[src/rtl/seg_scan_ctrl.sv]
// Multiplexed 7-segment scan controller: BLANK/SHOW slot sequencer per digit,
// with a double-buffered (pending -> shadow) display image swapped only at frame wrap.
module seg_scan_ctrl #(
  parameter int N_DIG       = 8,
  parameter int ON_TICKS    = 4,
  parameter int BLANK_TICKS = 1
) (
  input  logic               CLK,
  input  logic               RST,
  input  logic               CE,
  input  logic [4*N_DIG-1:0] DATA,
  input  logic [N_DIG-1:0]   DP,
  input  logic [N_DIG-1:0]   EN_MASK,
  input  logic               LOAD,
  output logic [N_DIG-1:0]   AN,
  output logic [6:0]         SEG,
  output logic               SEG_DP,
  output logic               LOAD_ACK,
  output logic               FRAME_DONE
);

  localparam int                IDX_W      = (N_DIG > 1) ? $clog2(N_DIG) : 1;
  localparam logic [IDX_W-1:0]  IDX_LAST   = IDX_W'(N_DIG - 1);
  localparam logic [7:0]        ON_LAST    = 8'(ON_TICKS - 1);
  localparam logic [7:0]        BLANK_LAST = (BLANK_TICKS > 0) ? 8'(BLANK_TICKS - 1) : 8'd0;
  localparam bit                SKIP_BLANK = (BLANK_TICKS == 0);

  typedef enum logic {ST_BLANK, ST_SHOW} state_t;

  state_t             state_q, state_d;
  logic [IDX_W-1:0]   idx_q, idx_d;
  logic [7:0]         tick_q, tick_d;
  logic               wrap;

  logic [4*N_DIG-1:0] sh_data_q, sh_data_d;
  logic [N_DIG-1:0]   sh_dp_q, sh_dp_d;
  logic [N_DIG-1:0]   sh_en_q, sh_en_d;
  logic [4*N_DIG-1:0] pend_data_q, pend_data_d;
  logic [N_DIG-1:0]   pend_dp_q, pend_dp_d;
  logic [N_DIG-1:0]   pend_en_q, pend_en_d;
  logic               pend_flag_q, pend_flag_d;

  logic [N_DIG-1:0]   an_q, an_d;
  logic [6:0]         seg_q, seg_d;
  logic               seg_dp_q, seg_dp_d;
  logic               load_ack_q, load_ack_d;
  logic               frame_done_q, frame_done_d;

  logic [3:0]         nib_sel;
  logic               dp_sel;
  logic               en_sel;

  function automatic logic [6:0] hex_to_seg(input logic [3:0] nib);
    logic [6:0] s;
    case (nib)
      4'h0: s = 7'h40;
      4'h1: s = 7'h79;
      4'h2: s = 7'h24;
      4'h3: s = 7'h30;
      4'h4: s = 7'h19;
      4'h5: s = 7'h12;
      4'h6: s = 7'h02;
      4'h7: s = 7'h78;
      4'h8: s = 7'h00;
      4'h9: s = 7'h10;
      4'hA: s = 7'h08;
      4'hB: s = 7'h03;
      4'hC: s = 7'h46;
      4'hD: s = 7'h21;
      4'hE: s = 7'h06;
      default: s = 7'h0E;
    endcase
    return s;
  endfunction

  // Slot sequencer: every digit owns a BLANK+SHOW slot whether enabled or not.
  always_comb begin
    state_d = state_q;
    idx_d   = idx_q;
    tick_d  = tick_q;
    wrap    = 1'b0;
    if (CE) begin
      case (state_q)
        ST_BLANK: begin
          if (SKIP_BLANK || tick_q == BLANK_LAST) begin
            state_d = ST_SHOW;
            tick_d  = 8'd0;
          end else begin
            tick_d = tick_q + 8'd1;
          end
        end
        ST_SHOW: begin
          if (tick_q == ON_LAST) begin
            tick_d  = 8'd0;
            state_d = SKIP_BLANK ? ST_SHOW : ST_BLANK;
            if (idx_q == IDX_LAST) begin
              idx_d = '0;
              wrap  = 1'b1;
            end else begin
              idx_d = idx_q + IDX_W'(1);
            end
          end else begin
            tick_d = tick_q + 8'd1;
          end
        end
        default: state_d = ST_BLANK;
      endcase
    end
  end

  // The swap reads pending as held before this edge, so a coincident LOAD waits a frame.
  always_comb begin
    sh_data_d    = sh_data_q;
    sh_dp_d      = sh_dp_q;
    sh_en_d      = sh_en_q;
    pend_data_d  = pend_data_q;
    pend_dp_d    = pend_dp_q;
    pend_en_d    = pend_en_q;
    pend_flag_d  = pend_flag_q;
    load_ack_d   = 1'b0;
    frame_done_d = wrap;
    if (wrap && pend_flag_q) begin
      sh_data_d   = pend_data_q;
      sh_dp_d     = pend_dp_q;
      sh_en_d     = pend_en_q;
      pend_flag_d = 1'b0;
      load_ack_d  = 1'b1;
    end
    if (LOAD) begin
      pend_data_d = DATA;
      pend_dp_d   = DP;
      pend_en_d   = EN_MASK;
      pend_flag_d = 1'b1;
    end
  end

  always_comb begin
    nib_sel = 4'h0;
    dp_sel  = 1'b0;
    en_sel  = 1'b0;
    for (int i = 0; i < N_DIG; i++) begin
      if (idx_q == IDX_W'(i)) begin
        nib_sel = sh_data_q[4*i +: 4];
        dp_sel  = sh_dp_q[i];
        en_sel  = sh_en_q[i];
      end
    end
  end

  always_comb begin
    an_d     = '1;
    seg_d    = 7'h7F;
    seg_dp_d = 1'b1;
    if (state_q == ST_SHOW) begin
      seg_d    = hex_to_seg(nib_sel);
      seg_dp_d = ~(dp_sel & en_sel);
      for (int i = 0; i < N_DIG; i++) begin
        an_d[i] = ~(en_sel && (idx_q == IDX_W'(i)));
      end
    end
  end

  always_ff @(posedge CLK or posedge RST) begin
    if (RST) begin
      state_q      <= ST_BLANK;
      idx_q        <= '0;
      tick_q       <= 8'd0;
      sh_data_q    <= '0;
      sh_dp_q      <= '0;
      sh_en_q      <= '0;
      pend_flag_q  <= 1'b0;
      an_q         <= '1;
      seg_q        <= 7'h7F;
      seg_dp_q     <= 1'b1;
      load_ack_q   <= 1'b0;
      frame_done_q <= 1'b0;
    end else begin
      state_q      <= state_d;
      idx_q        <= idx_d;
      tick_q       <= tick_d;
      sh_data_q    <= sh_data_d;
      sh_dp_q      <= sh_dp_d;
      sh_en_q      <= sh_en_d;
      pend_flag_q  <= pend_flag_d;
      an_q         <= an_d;
      seg_q        <= seg_d;
      seg_dp_q     <= seg_dp_d;
      load_ack_q   <= load_ack_d;
      frame_done_q <= frame_done_d;
    end
  end

  // Pending content is only meaningful while pend_flag_q is set.
  always_ff @(posedge CLK) begin
    pend_data_q <= pend_data_d;
    pend_dp_q   <= pend_dp_d;
    pend_en_q   <= pend_en_d;
  end

  assign AN         = an_q;
  assign SEG        = seg_q;
  assign SEG_DP     = seg_dp_q;
  assign LOAD_ACK   = load_ack_q;
  assign FRAME_DONE = frame_done_q;

endmodule

[config.mk]
export PLATFORM = sky130hd
export DESIGN_NAME = seg_scan_ctrl
export DESIGN_NICKNAME = d
export VERILOG_FILES = /design/src/rtl/seg_scan_ctrl.sv
export SDC_FILE = /design/constraint.sdc
export NUM_CORES = 1
export LEC_CHECK = 0
export CAP_MARGIN = 20
export CORE_ASPECT_RATIO = 1.25
export CORE_UTILIZATION = 40
export DETAILED_ROUTE_END_ITERATION = 6
export PLACE_DENSITY_LB_ADDON = 0.3
export SLEW_MARGIN = 15
export SYNTH_ARGS = -nofsm -noshare
export SYNTH_HDL_FRONTEND = slang
export SYNTH_SLANG_ARGS = --single-unit
[constraint.sdc]
create_clock -name CLK -period 5.4 [get_ports CLK]
set_clock_uncertainty 0.1 [all_clocks]
set_input_delay 0.54 -clock CLK [delete_from_list [all_inputs] [get_ports CLK]]
set_output_delay 0.54 -clock CLK [all_outputs]
set_load 0.005 [all_outputs]
Word level (Yosys, flattened, before mapping). Memory sizes are Yosys's and may differ from the RTL's. Index checks and enable logic that the tools add are counted.

Register bits: 127. Latch bits: 0. RAM bits: 0. ROM bits: 112. Output and inout port bits: 18. Logic and storage cells: 91. Memories: 1.

$add $sub $neg: 2. Multiply operators: 0. Div/mod/pow operators: 0. $lt $le $gt $ge: 0. Equality and inequality tests: 8. Shifts and indexed selects: 0. Multiplexer cells: 41. Bitwise operators: 11. Reductions and logical operators: 13.

Memory list: (no name shown) (depth 16, bits a word 7, rd ports 1, clocked after Yosys merged registers in 0, wr ports 0, line 55) `case (nib)`.

Operators with widths (number): $mux W4 (8); $mux W1 (26); $mux W8 (3); $pmux W8 S2 (1); $eq A3 B3 Y1 const B (4); $not A1 Y1 (10); $logic_and A1 B1 Y1 (9); $add A8 B1 Y8 const B (1); $eq A8 B2 Y1 const B (1); $logic_not A8 Y1 (1); $mux W7 (1); $eq A3 B2 Y1 const B (2); $add A3 B1 Y3 const B (1); $eq A3 B1 Y1 const B (1); $logic_not A3 Y1 (1); $mux W3 (1); $reduce_and A3 Y1 (1); $pmux W1 S2 (1); $reduce_bool A2 Y1 (1); $and A1 B1 Y1 (1).

Longest topological paths before layout.
Depth in word-level cells: 12. Gate-level depth with buffers: 14.

Worst setup path before layout. OpenSTA, ideal clock, no wires.

Path kind: register -> register. Start point: register idx_q[2]. End point: register seg_q[0], in the netlist SEG[0]. Arrival time: 3.026 ns. Data required time: 5.217 ns. Slack: 2.190 ns. Cell stages (with the launch flop): 15. Cell sequence: dfrtp_1 clkbuf_1 inv_1 ha_1 clkbuf_1 or2_2 a221oi_1 o22ai_1 a2bb2oi_1 inv_1 ha_1 nand2b_1 a2111oi_0 a41oi_1 o311a_1.

Longest elaborated chain between the ends: 11. Elaborated cells on any way between the ends: 18.

Ends and longest elaborated chain: from (decl) (line 31) `logic [IDX_W-1:0] idx_q, idx_d;`; from (signal assigned) (line 179) `idx_q <= idx_d;`; $logic_not A3 Y1 (line 142) `if (idx_q == IDX_W'(i)) begin`; $mux W4 (7 in a row) (line 142); $mux W4 * (line 142); $mem_v2 Z16 W7 *; $mux W7 * (line 154) `if (state_q == ST_SHOW) begin`; named net seg_d[0] (line 44) `logic [6:0] seg_q, seg_d;`; to (signal assigned) (line 186) `seg_q <= seg_d;`; to (decl) (line 44).

Mark *: on every way through the listed nets, which the timed path passes. The rest lies on a longest branch. A chain may end at the register's enable or synchronous reset.

Final worst setup path. Same ends and word-level chain as after synthesis.

==> impl_metrics.tcl <==
set metrics [dict create \
    dp_slack_ns 1.67 \
    detail-route-antenna-nets 0 \
    wl_per_cell_um 15.2 \
    cts_setup_buffers 0 \
    r2r_end "SEG[0]" \
    slew_viol_final 0 \
    dieArea_um2 13700 \
    ir_drop_uv 238 \
    endpoint_kind "flip-flop" \
    place_congestion 0.896 \
    yosys_warnings 0 \
    die_x_um 105 \
    drive_gt1_frac 0.213 \
    cts-buffers-inserted 17 \
    drc_errors 0 \
    worstSkewPairLatency_ns 0.40 \
    cp.required_ns 5.63 \
    tns_ns 0 \
    syn_area_um2 5310 \
    viasPerCell 5.09 \
    core_area_um2 12800 \
    path_clk_slew_ns 0.05 \
    numClockSinks 127 \
    status "finished, final reports clean" \
    drtPass1Iterations 4 \
    synth_seq_cells 127 \
    wl_um 9620 \
    seq_area_um2 3440 \
    ys_types 47 \
    first_global_vias 3193 \
    clockBufferDepth 2 \
    finalWorstSetupSlack_ns 1.63 \
    grt_pass1_wl_um 15900 \
    placementRows 46 \
    start_util 0.414 \
    maxCapViolCount 0 \
    finalSetupViolations 0 \
    rsz0062_at_grt "false" \
    post-dp-hpwl_um 6710 \
    reg2regPathDepth 12 \
    nets 517 \
    min_path_type "flip-flop to flip-flop" \
    min_to "AN[7]" \
    total_power_mw 3.06 \
    syn_inst 381 \
    reg2reg_setup_slack_ns 1.63 \
    multi_input_area_um2 1670 \
    timing.fmax_mhz 265 \
    worstReg2RegStart "idx_q[2]" \
    cellLeakagePower_nw 2.77 \
    grt.total_usage 0.153 \
    grt-ovfl-total 0 \
    antenna_cells 0 \
    drtIter0Drc 162 \
    worstSetupPathType "flip-flop to flip-flop" \
    powerDensity_nw_per_um2 460 \
    syn_avg_cell_area_um2 13.9 \
    ctsResizeCount 0 \
    arrival_ns 4.00 \
    fin_util 0.519 \
    holdWs_ns 0.353 \
    ys_seq_area_frac 0.648 \
    worstMarginPinSlew_ns 0.877 \
    cts_hold_buf 0 \
    crit_path_max_fanout 17 \
    synthToLayoutAreaGrowth_pct 25.5 \
    crit_path_start "idx_q[2]" \
    hold_viol 0 \
    relSlewSlack 0.415 \
    cts_tree "yes" \
    grt_max_degree 54 \
    min_period_ns 3.77 \
    finalCritPeriodShare 0.698 \
    holdPathStages 1 \
    antenna_found_initial 0 \
    cp-start-kind "flip-flop" \
    fillers 1097 \
    cts_max_level 4 \
    io-pin-count 70 \
    vias 3214 \
    root_buffer "clkbuf_16" \
    numPortBuffers 69 \
    syn_nets 447 \
    die_h_um 131 \
    hp-start "sh_en_q[7]" \
]
metal layers:
layer,track usage,up-vias,part of all wire
li1,-,1521,-
met1,0.182,1586,0.43
met2,0.259,93,0.51
met3,0.0362,14,0.040
met4,0.0795,0,0.019
met5,0,-,0
worst max-delay path, stage by stage, from the launching register on:
cell and delay (ns):
dfrtp_1 0.64, inv_1 0.26, ha_1 0.36, or2_2 0.36
a221oi_1 0.26, o22ai_1 0.15, a2bb2oi_1 0.40, inv_1 0.17
ha_1 0.22, nand2b_1 0.13, a2111oi_0 0.40, a41oi_1 0.08
o311a_1 0.16
per-stage QoR:
step	instances	cell area, um2
after global placement	600	6100
after global routing	632	6660
after CTS	632	6650
final	632	6660
after floorplan	381	5310
after detailed placement	600	6100
worst max path at each step:
stage                     endpoint  depth (start not counted)
after floorplan             SEG[0]                         14
after global placement      SEG[0]                         12
after detailed placement    SEG[0]                         12
after CTS                   SEG[0]                         12
after global routing        SEG[0]                         12
final                       SEG[0]                         12
area by class of cell:
class | count | area share
Multi-Input combinational cell | 211 | 0.251
Timing Repair Buffer | 70 | 0.104
Clock buffer | 25 | 0.0746
Clock inverter | 7 | 0.00864
Inverter | 24 | 0.0137
Tap cell | 168 | 0.0316
Sequential cell | 127 | 0.516
cell usage after synthesis (all sizes together):
| library cell | number | area share |
|---|---|---|
| dfrtp | 63 | 0.30 |
| mux2 | 49 | 0.11 |
| edfxtp | 48 | 0.27 |
| nand2 | 33 | 0.023 |
| inv | 24 | 0.017 |
| o21ai | 17 | 0.016 |
| dfstp | 16 | 0.079 |
| ha | 14 | 0.033 |
| a21oi | 13 | 0.012 |
| clkbuf | 12 | 0.0085 |
| nand3 | 8 | 0.0075 |
| a221oi | 7 | 0.012 |
| buf | 7 | 0.013 |
| mux2i | 6 | 0.011 |
| nor2 | 6 | 0.0042 |
| nand3b | 5 | 0.0071 |
| nand2b | 4 | 0.0047 |
| o221ai | 4 | 0.0066 |
| a2bb2oi | 3 | 0.0050 |
| a31oi | 3 | 0.0035 |
| and2 | 3 | 0.0035 |
| nand4 | 3 | 0.0035 |
| xnor2 | 3 | 0.0050 |
| a2111oi | 2 | 0.0033 |
| a311oi | 2 | 0.0033 |
| and3 | 2 | 0.0024 |
| nor2b | 2 | 0.0024 |
| o22ai | 2 | 0.0024 |
| o31a | 2 | 0.0033 |
| or2 | 2 | 0.0024 |
| or3 | 2 | 0.0024 |
| or4 | 2 | 0.0028 |
| xor2 | 2 | 0.0033 |
| a21bo | 1 | 0.0019 |
| a22o | 1 | 0.0017 |
| a22oi | 1 | 0.0014 |
| a41oi | 1 | 0.0017 |
| and4 | 1 | 0.0017 |
| nor3 | 1 | 0.0019 |
| nor3b | 1 | 0.0014 |
| o2111ai | 1 | 0.0017 |
| o221a | 1 | 0.0021 |
| o311a | 1 | 0.0019 |
where the power goes:
part	internal, mW	switching (mW)
Sequential	1.16	0.0890
Combinational	0.355	0.408
Clock	0.678	0.373
Total	2.19	0.870
sequential cells by signal (all words and copies together), names as in the netlist:
signal and flops:
pend_data_q 32, pend_dp_q 8, FRAME_DONE 1, pend_flag_q 1
sh_dp_q 8, tick_q 8, AN 8, sh_en_q 8
state_q 1, idx_q 3, SEG_DP 1, LOAD_ACK 1
SEG 7, sh_data_q 32, pend_en_q 8
layout by cell type (no fill, tap or decap), types with 2 or more instances in the layout:
cell	synthesis	final
clkdlybuf4s50_1	0	68
dfrtp_1	63	63
edfxtp_1	48	48
mux2_2	40	40
nand2_1	33	33
inv_1	24	23
clkbuf_16	0	18
o21ai_0	17	17
dfstp_2	16	16
ha_1	14	14
a21oi_1	13	13
mux2_4	9	9
nand3_1	8	8
a221oi_1	7	7
mux2i_1	6	6
nor2_1	6	6
nand3b_1	5	5
clkinv_2	0	5
clkbuf_1	12	5
nand2b_1	4	4
o221ai_1	4	4
nand4_1	3	3
xnor2_1	3	3
a2bb2oi_1	3	3
a31oi_1	3	3
and2_1	3	3
or4_1	2	2
o22ai_1	2	2
xor2_1	2	2
or3_1	2	2
or2_2	2	2
nor2b_1	2	2
a311oi_1	2	2
o31a_1	2	2
a2111oi_0	2	2
clkbuf_8	0	2
clkinv_1	0	2
buf_4	4	2
cell families (layout without fill, tap and decap cells):
logic type,after synthesis,count (layout),synth area share
buf+inv,43,126,0.0387
simple gates,75,75,0.0712
fa+ha+maj,14,14,0.0330
compound gates,62,62,0.0794
flops,127,127,0.648
mux,55,55,0.122
xor+xnor,5,5,0.00825
(Power assumes the default switching activity.)
